===== config.mk =====
export PLATFORM = sky130hd
export DESIGN_NAME = piso_stream
export DESIGN_NICKNAME = d
export VERILOG_FILES = /design/src/rtl/piso_stream.sv
export SDC_FILE = /design/constraint.sdc
export NUM_CORES = 1
export LEC_CHECK = 0
export ABC_AREA = 1
export ABC_CLOCK_PERIOD_IN_PS = 1910
export CORE_AREA = 2 2 39 41
export CTS_CLUSTER_SIZE = 8
export DETAILED_ROUTE_END_ITERATION = 6
export DIE_AREA = 0 0 41 43
export GPL_TIMING_DRIVEN = 0
export PLACE_DENSITY_LB_ADDON = 0.25
export SLEW_MARGIN = 25
export SYNTH_ARGS = -nofsm -noshare
export SYNTH_HDL_FRONTEND = slang
export SYNTH_SLANG_ARGS = --single-unit

===== constraint.sdc =====
create_clock -name clk -period 1.91 [get_ports clk]
set_clock_uncertainty 0.15 [all_clocks]
set_input_delay 0.382 -clock clk [delete_from_list [all_inputs] [get_ports clk]]
set_output_delay 0.382 -clock clk [all_outputs]
set_load 0.03 [all_outputs]

===== src/rtl/piso_stream.sv =====
// rtl/piso_stream.sv - parametrised PISO shifter with load handshake, bit counter and frame-done pulse
// Optional gapless back-to-back frames: define PISO_STREAM_CONT_EN.
module piso_stream #(
    parameter int WIDTH     = 4,
    parameter bit MSB_FIRST = 1'b1
) (
    input  logic             clk,
    input  logic             rst,
    input  logic             load,
    input  logic [WIDTH-1:0] ip,
    input  logic             i0,
    output logic             ready,
    output logic             q,
    output logic             q_valid,
    output logic             done
);

    localparam int CW = (WIDTH > 1) ? $clog2(WIDTH) : 1;
    localparam logic [CW-1:0] LAST = CW'(WIDTH - 1);

    typedef enum logic {
        IDLE  = 1'b0,
        SHIFT = 1'b1
    } state_t;

    state_t           state_q, state_d;
    logic [WIDTH-1:0] sr_q, sr_d, sr_shift;
    logic [CW-1:0]    cnt_q, cnt_d;
    logic             ready_q, ready_d;
    logic             q_valid_q, q_valid_d;
    logic             done_q, done_d;
    logic             accept;

    assign accept = load & ready_q;

    always_comb begin
        if (MSB_FIRST) begin
            sr_shift = {sr_q[WIDTH-2:0], i0};
        end else begin
            sr_shift = {i0, sr_q[WIDTH-1:1]};
        end
    end

    always_comb begin
        state_d = state_q;
        sr_d    = sr_q;
        cnt_d   = cnt_q;
        case (state_q)
            IDLE: begin
                if (accept) begin
                    sr_d    = ip;
                    cnt_d   = '0;
                    state_d = SHIFT;
                end
            end
            SHIFT: begin
                sr_d = sr_shift;
                if (cnt_q == LAST) begin
                    cnt_d = '0;
`ifdef PISO_STREAM_CONT_EN
                    if (accept) begin
                        sr_d = ip;
                    end else begin
                        state_d = IDLE;
                    end
`else
                    state_d = IDLE;
`endif
                end else begin
                    cnt_d = cnt_q + CW'(1);
                end
            end
            default: state_d = IDLE;
        endcase

        // Outputs are registered from the next state so they line up with sr_q.
        q_valid_d = (state_d == SHIFT);
        done_d    = (state_d == SHIFT) && (cnt_d == LAST);
`ifdef PISO_STREAM_CONT_EN
        ready_d   = (state_d == IDLE) || done_d;
`else
        ready_d   = (state_d == IDLE);
`endif
    end

    always_ff @(posedge clk or posedge rst) begin
        if (rst) begin
            state_q   <= IDLE;
            sr_q      <= '0;
            cnt_q     <= '0;
            ready_q   <= 1'b1;
            q_valid_q <= 1'b0;
            done_q    <= 1'b0;
        end else begin
            state_q   <= state_d;
            sr_q      <= sr_d;
            cnt_q     <= cnt_d;
            ready_q   <= ready_d;
            q_valid_q <= q_valid_d;
            done_q    <= done_d;
        end
    end

    assign ready   = ready_q;
    assign q_valid = q_valid_q;
    assign done    = done_q;
    assign q       = q_valid_q & (MSB_FIRST ? sr_q[WIDTH-1] : sr_q[0]);

endmodule

=== Yosys cells after proc, flatten, opt, wreduce, memory -nomap -nowiden ===
Index checks and enable logic that the tools add are counted.

* Word-level logic and storage cells: 22
* Output and inout bits: 4
* Input port bits: 8
* Register bits: 9

* Add/sub/neg operators: 1
* Bitwise logic cells: 4
* Reduce and logical (&&, ||, !) cells: 1
* Equal/unequal tests: 3
* Muxes and demuxes: 8

{| class="wikitable"
|+ Operators by type and width
! cell !! number
|-
| $pmux W4 S2 || 1
|-
| $eq A2 B2 Y1 const B || 2
|-
| $mux W2 || 2
|-
| $mux W4 || 1
|-
| $pmux W2 S2 || 1
|-
| $add A2 B1 Y2 const B || 1
|-
| $and A1 B1 Y1 || 2
|-
| $mux W1 || 2
|-
| $ne A2 B2 Y1 const B || 1
|-
| $not A1 Y1 || 2
|-
| $pmux W1 S2 || 1
|-
| $logic_and A1 B1 Y1 || 1
|}

=== Longest topological paths before layout ===
* Depth after elaboration: 5
* Mapped depth: 6
* Mapped depth without buffers: 5

=== Worst setup path after synthesis ===
No wires, ideal clock.

* Path kind: reg2out
* Start: reg q_valid_q (netlist: q_valid)
* End: out q
* Setup slack: 0.493 ns
* Path buffers: 0
* Arrival time: 0.885 ns
* Required time: 1.378 ns
* Stages on the path, launching flop included: 3
* Cells stage by stage: dfrtp_1 -> nand2_1 -> inv_1

* Word-level cells in the longest chain between the ends: 1

{| class="wikitable"
|+ Ends and longest elaborated chain
! what !! line !! source
|-
| start, declared || 30 || <nowiki>logic q_valid_q, q_valid_d;</nowiki>
|-
| start signal, assigned || 99 || <nowiki>q_valid_q <= q_valid_d;</nowiki>
|-
| $and A1 B1 Y1 || 107 || <nowiki>assign q = q_valid_q & (MSB_FIRST ? sr_q[WIDTH-1] : sr_q[0]);</nowiki>
|-
| end, declared || 13 || <nowiki>output logic q,</nowiki>
|}

Every way passes these cells.

=== Final worst setup path ===
* Start: reg done_q (netlist: done)
* End: out done

{| class="wikitable"
|+ RTL lines
! what !! line !! source
|-
| start, declared || 31 || <nowiki>logic done_q, done_d;</nowiki>
|-
| start signal, assigned || 100 || <nowiki>done_q <= done_d;</nowiki>
|-
| end, declared || 15 || <nowiki>output logic done</nowiki>
|}

No word-level cell between the ends.

==> impl_summary.log <==
[metrics] overflow left after global routing: 0
[metrics] final critical-path required period: between 1500 and 2000 ps
[metrics] proportion of netlist area held by the largest area contributor: a little under half
[metrics] number of max-cap violations: 0
[metrics] share of post-route cells with drive strength above 1: a little over an eighth
[metrics] clock latency reported for the late side of the worst-skew pair: 250 ps
[metrics] number of DRC violations after detailed-routing iteration 0: 5
[metrics] crit-path max cell delay: 660 ps
[metrics] placed cell count: slightly below 80
[metrics] DR vias: between 300 and 400
[metrics] Post-Synthesis Cells: between 50 and 60
[metrics] overall die width: ~41 um
[metrics] cells on worst reg2reg path: 3
[metrics] leading register cell type out of synthesis: sky130_fd_sc_hd__dfrtp_1
[metrics] via count of the first global-routing pass: between 300 and 400
[metrics] reg-to-reg startpoint: ready
[metrics] crit share post-route: roughly nine tenths
[metrics] Total Wirelength: a little over 800 um
[metrics] total DRC errors in the routed layout: 0
[metrics] synth unique cells: 13
[metrics] sort of element at the start of the critical path: flip-flop
[metrics] power per cell area: between 1500 and 2000 nW/um^2
[metrics] number of standard cells in the layout, taps in and fillers out: 83
[metrics] r2r endpoint: cnt_q[0]
[metrics] worst vdd ir: between 0.7 and 0.8 mV
[metrics] Tot GR Track Use: a little under an eighth
[metrics] Die Area: ~1800 um^2
[metrics] number of CTS-inserted buffers: 3
[metrics] achievable clock frequency: between 500 and 600 MHz
[metrics] CP max-delay cell: sky130_fd_sc_hd__clkdlybuf4s50_1
[metrics] peak fanout along the critical path: 1
[metrics] largest net degree at the start of global routing: 11
[metrics] Util after Layout: a little over two fifths
[metrics] Filler Cells Inserted: between 150 and 200
[metrics] Max Slew Vio Count: 0
[metrics] kind of end point of the critical path: output port
[metrics] number of synthesized flops with an enable pin: 0
[metrics] start-to-end type of the worst setup path: flip-flop to output port
[metrics] number of clock sinks seen by CTS: 9
[metrics] estimated wirelength of the detail-placed design: 579 um
[metrics] initial core utilization: between 30 and 40%
[metrics] antenna violations before repair: 0
[metrics] Die Ht: 43 um
[metrics] net count after synthesis: 61
[metrics] reported leakage power: between 0.3 and 0.4 nW
[metrics] Rel. slew slack: 76.5%
[metrics] total of endpoints with negative setup slack in the final report: 0
[metrics] Vias/cell: approximately 4.3
[metrics] count of boundary I/O pins: 12
[metrics] outcome: finished clean
[metrics] number of I/O port buffers: 11
[metrics] Crit path max-delay family: buffers and inverters
[metrics] netlist area before placement: 424 um^2
[metrics] number of failing hold endpoints at the final stage: 0
[metrics] number of optimization iterations in the first detailed-route pass: 3
[metrics] Seq cells post-synth: 9
[metrics] number of warnings printed during yosys synthesis: 0
[metrics] Synth top cells by count: sky130_fd_sc_hd__nand2_1 (24), sky130_fd_sc_hd__dfrtp_1 (8), sky130_fd_sc_hd__inv_1 (6)
[metrics] clock slew seen by the registers of the worst setup and hold paths: 60 ps
[metrics] residual antenna-violating net count after detailed routing: 0
[metrics] total buffers and inverters traversed by the critical path: 1
[metrics] row count: 14
[metrics] flop-to-flop setup slack: slightly above 600 ps
[metrics] fin nets: 77
[metrics] most used standard cell by instance count after synthesis: sky130_fd_sc_hd__nand2_1
[metrics] core area: between 1000 and 1500 um^2
[metrics] maximum root-to-sink buffer count: 2
[metrics] cell-by-cell trace of the critical path: clkdlybuf4s50_1
[metrics] cells taking the most area after synthesis: sky130_fd_sc_hd__dfrtp_1 (47%), sky130_fd_sc_hd__nand2_1 (21%), sky130_fd_sc_hd__dfstp_2 (6.2%)
[metrics] Setup TNS Final: 0 ps
[metrics] global-route wire length before repair: about 1300 um
[metrics] Post-synth ARST share: 100%
[metrics] Mean Syn Cell Area: ~8.2 um^2
[metrics] root buf cell: sky130_fd_sc_hd__clkbuf_4
[metrics] Area Growth Syn to Fin: 36.3%
[metrics] Tightest Hold Check Type: input pin to asynchronous set/reset pin
[metrics] clock tree from TritonCTS: yes
[metrics] routed length per placed instance: roughly 9.7 um
[metrics] worst-margin pin slew: ~350 ps
[metrics] weighted congestion reported at the end of routability-driven placement: 0.643
[metrics] data required time at the worst endpoint: ~1400 ps
[metrics] # Post-CTS Setup Buffers: 0
[metrics] RSZ-0062 raised after global routing: no
[metrics] final total power: around 0.00095 W
[metrics] Diodes inserted: 0
[metrics] Max H-tree Level: 1
[metrics] Seq/Total Area, Yosys: a little over half
[metrics] dominant cell type by area after synthesis: sky130_fd_sc_hd__dfrtp_1
[metrics] Worst Path Arrival: about 1200 ps
-- layer usage --
layer  wire length (um)  vias to the layer above  track usage (%)
li1                   -                      190                -
met1                408                      154             16.6
met2                359                        7             15.3
met3                 35                        2             3.14
met4                  4                        0             8.00
met5                  0                        -                0
-- state kept, by name, summed over array words and instances, names as in the netlist --
register  count
sr_q          4
ready         1
cnt_q         2
done          1
q_valid       1
-- area by class of cell --
type	instances	area, um^2	area share [%]
Timing Repair Buffer	11	106	18.4
Buffer	1	11.3	1.95
Sequential cell	9	228	39.4
Inverter	7	26.3	4.55
Clock buffer	4	26.3	4.55
Multi-Input combinational cell	35	160	27.7
Tap cell	16	20.0	3.46
-- per-stage QoR --
stage	worst slack [ps]	cell area (um^2)	hold WS (ps)
finish	155	578	240
global route	100	578	293
CTS	137	578	252
detailed placement	81.4	554	351
global placement	84.7	554	340
floorplan	493	424	59.2
-- layout by cell type (no fill, tap or decap), drive strengths merged, types with 2 or more instances in the layout --
master         synthesis  layout
clkbuf                 0       4
clkdlybuf4s50          0       8
nand2                 24      24
o21ai                  2       2
nand3                  5       5
dfrtp                  8       8
inv                    7       7
dlygate4sd2            0       3
-- kinds of logic (layout without fill, tap and decap cells) --
| kind of cell | after synthesis | count (layout) | share of synthesized area, % |
|---|---|---|---|
| and+or+nand+nor | 31 | 31 | 30.4 |
| DFF | 9 | 9 | 53.4 |
| buffers and inverters | 8 | 23 | 8.85 |
| AOI/OAI and AO/OA | 3 | 3 | 4.42 |
| adders and majority gates | 1 | 1 | 2.95 |
-- power breakdown --
part           internal, W  switching [W]  total, W
clock            0.0000803      0.0000628  0.000143
combinational     0.000170       0.000282  0.000452
sequential        0.000292      0.0000658  0.000358
-- worst max path at each step --
stage             from   end  slack (ps)  cells past startpoint
2_1_floorplan  q_valid     q         490                      2
3_3_place_gp   q_valid     q          80                      3
3_5_place_dp   q_valid     q          80                      3
4_1_cts           done  done         140                      1
5_1_grt        q_valid     q         100                      3
6_report          done  done         150                      1
-- timing repair --
| item | 4_1_cts | 5_1_grt |
|---|---|---|
| gates resized for setup | 4 | 0 |
| endpoints found under the setup margin | 3 | 0 |
| hold buffers | 0 | 0 |
No activity file was read; power rests on OpenSTA's default activity.
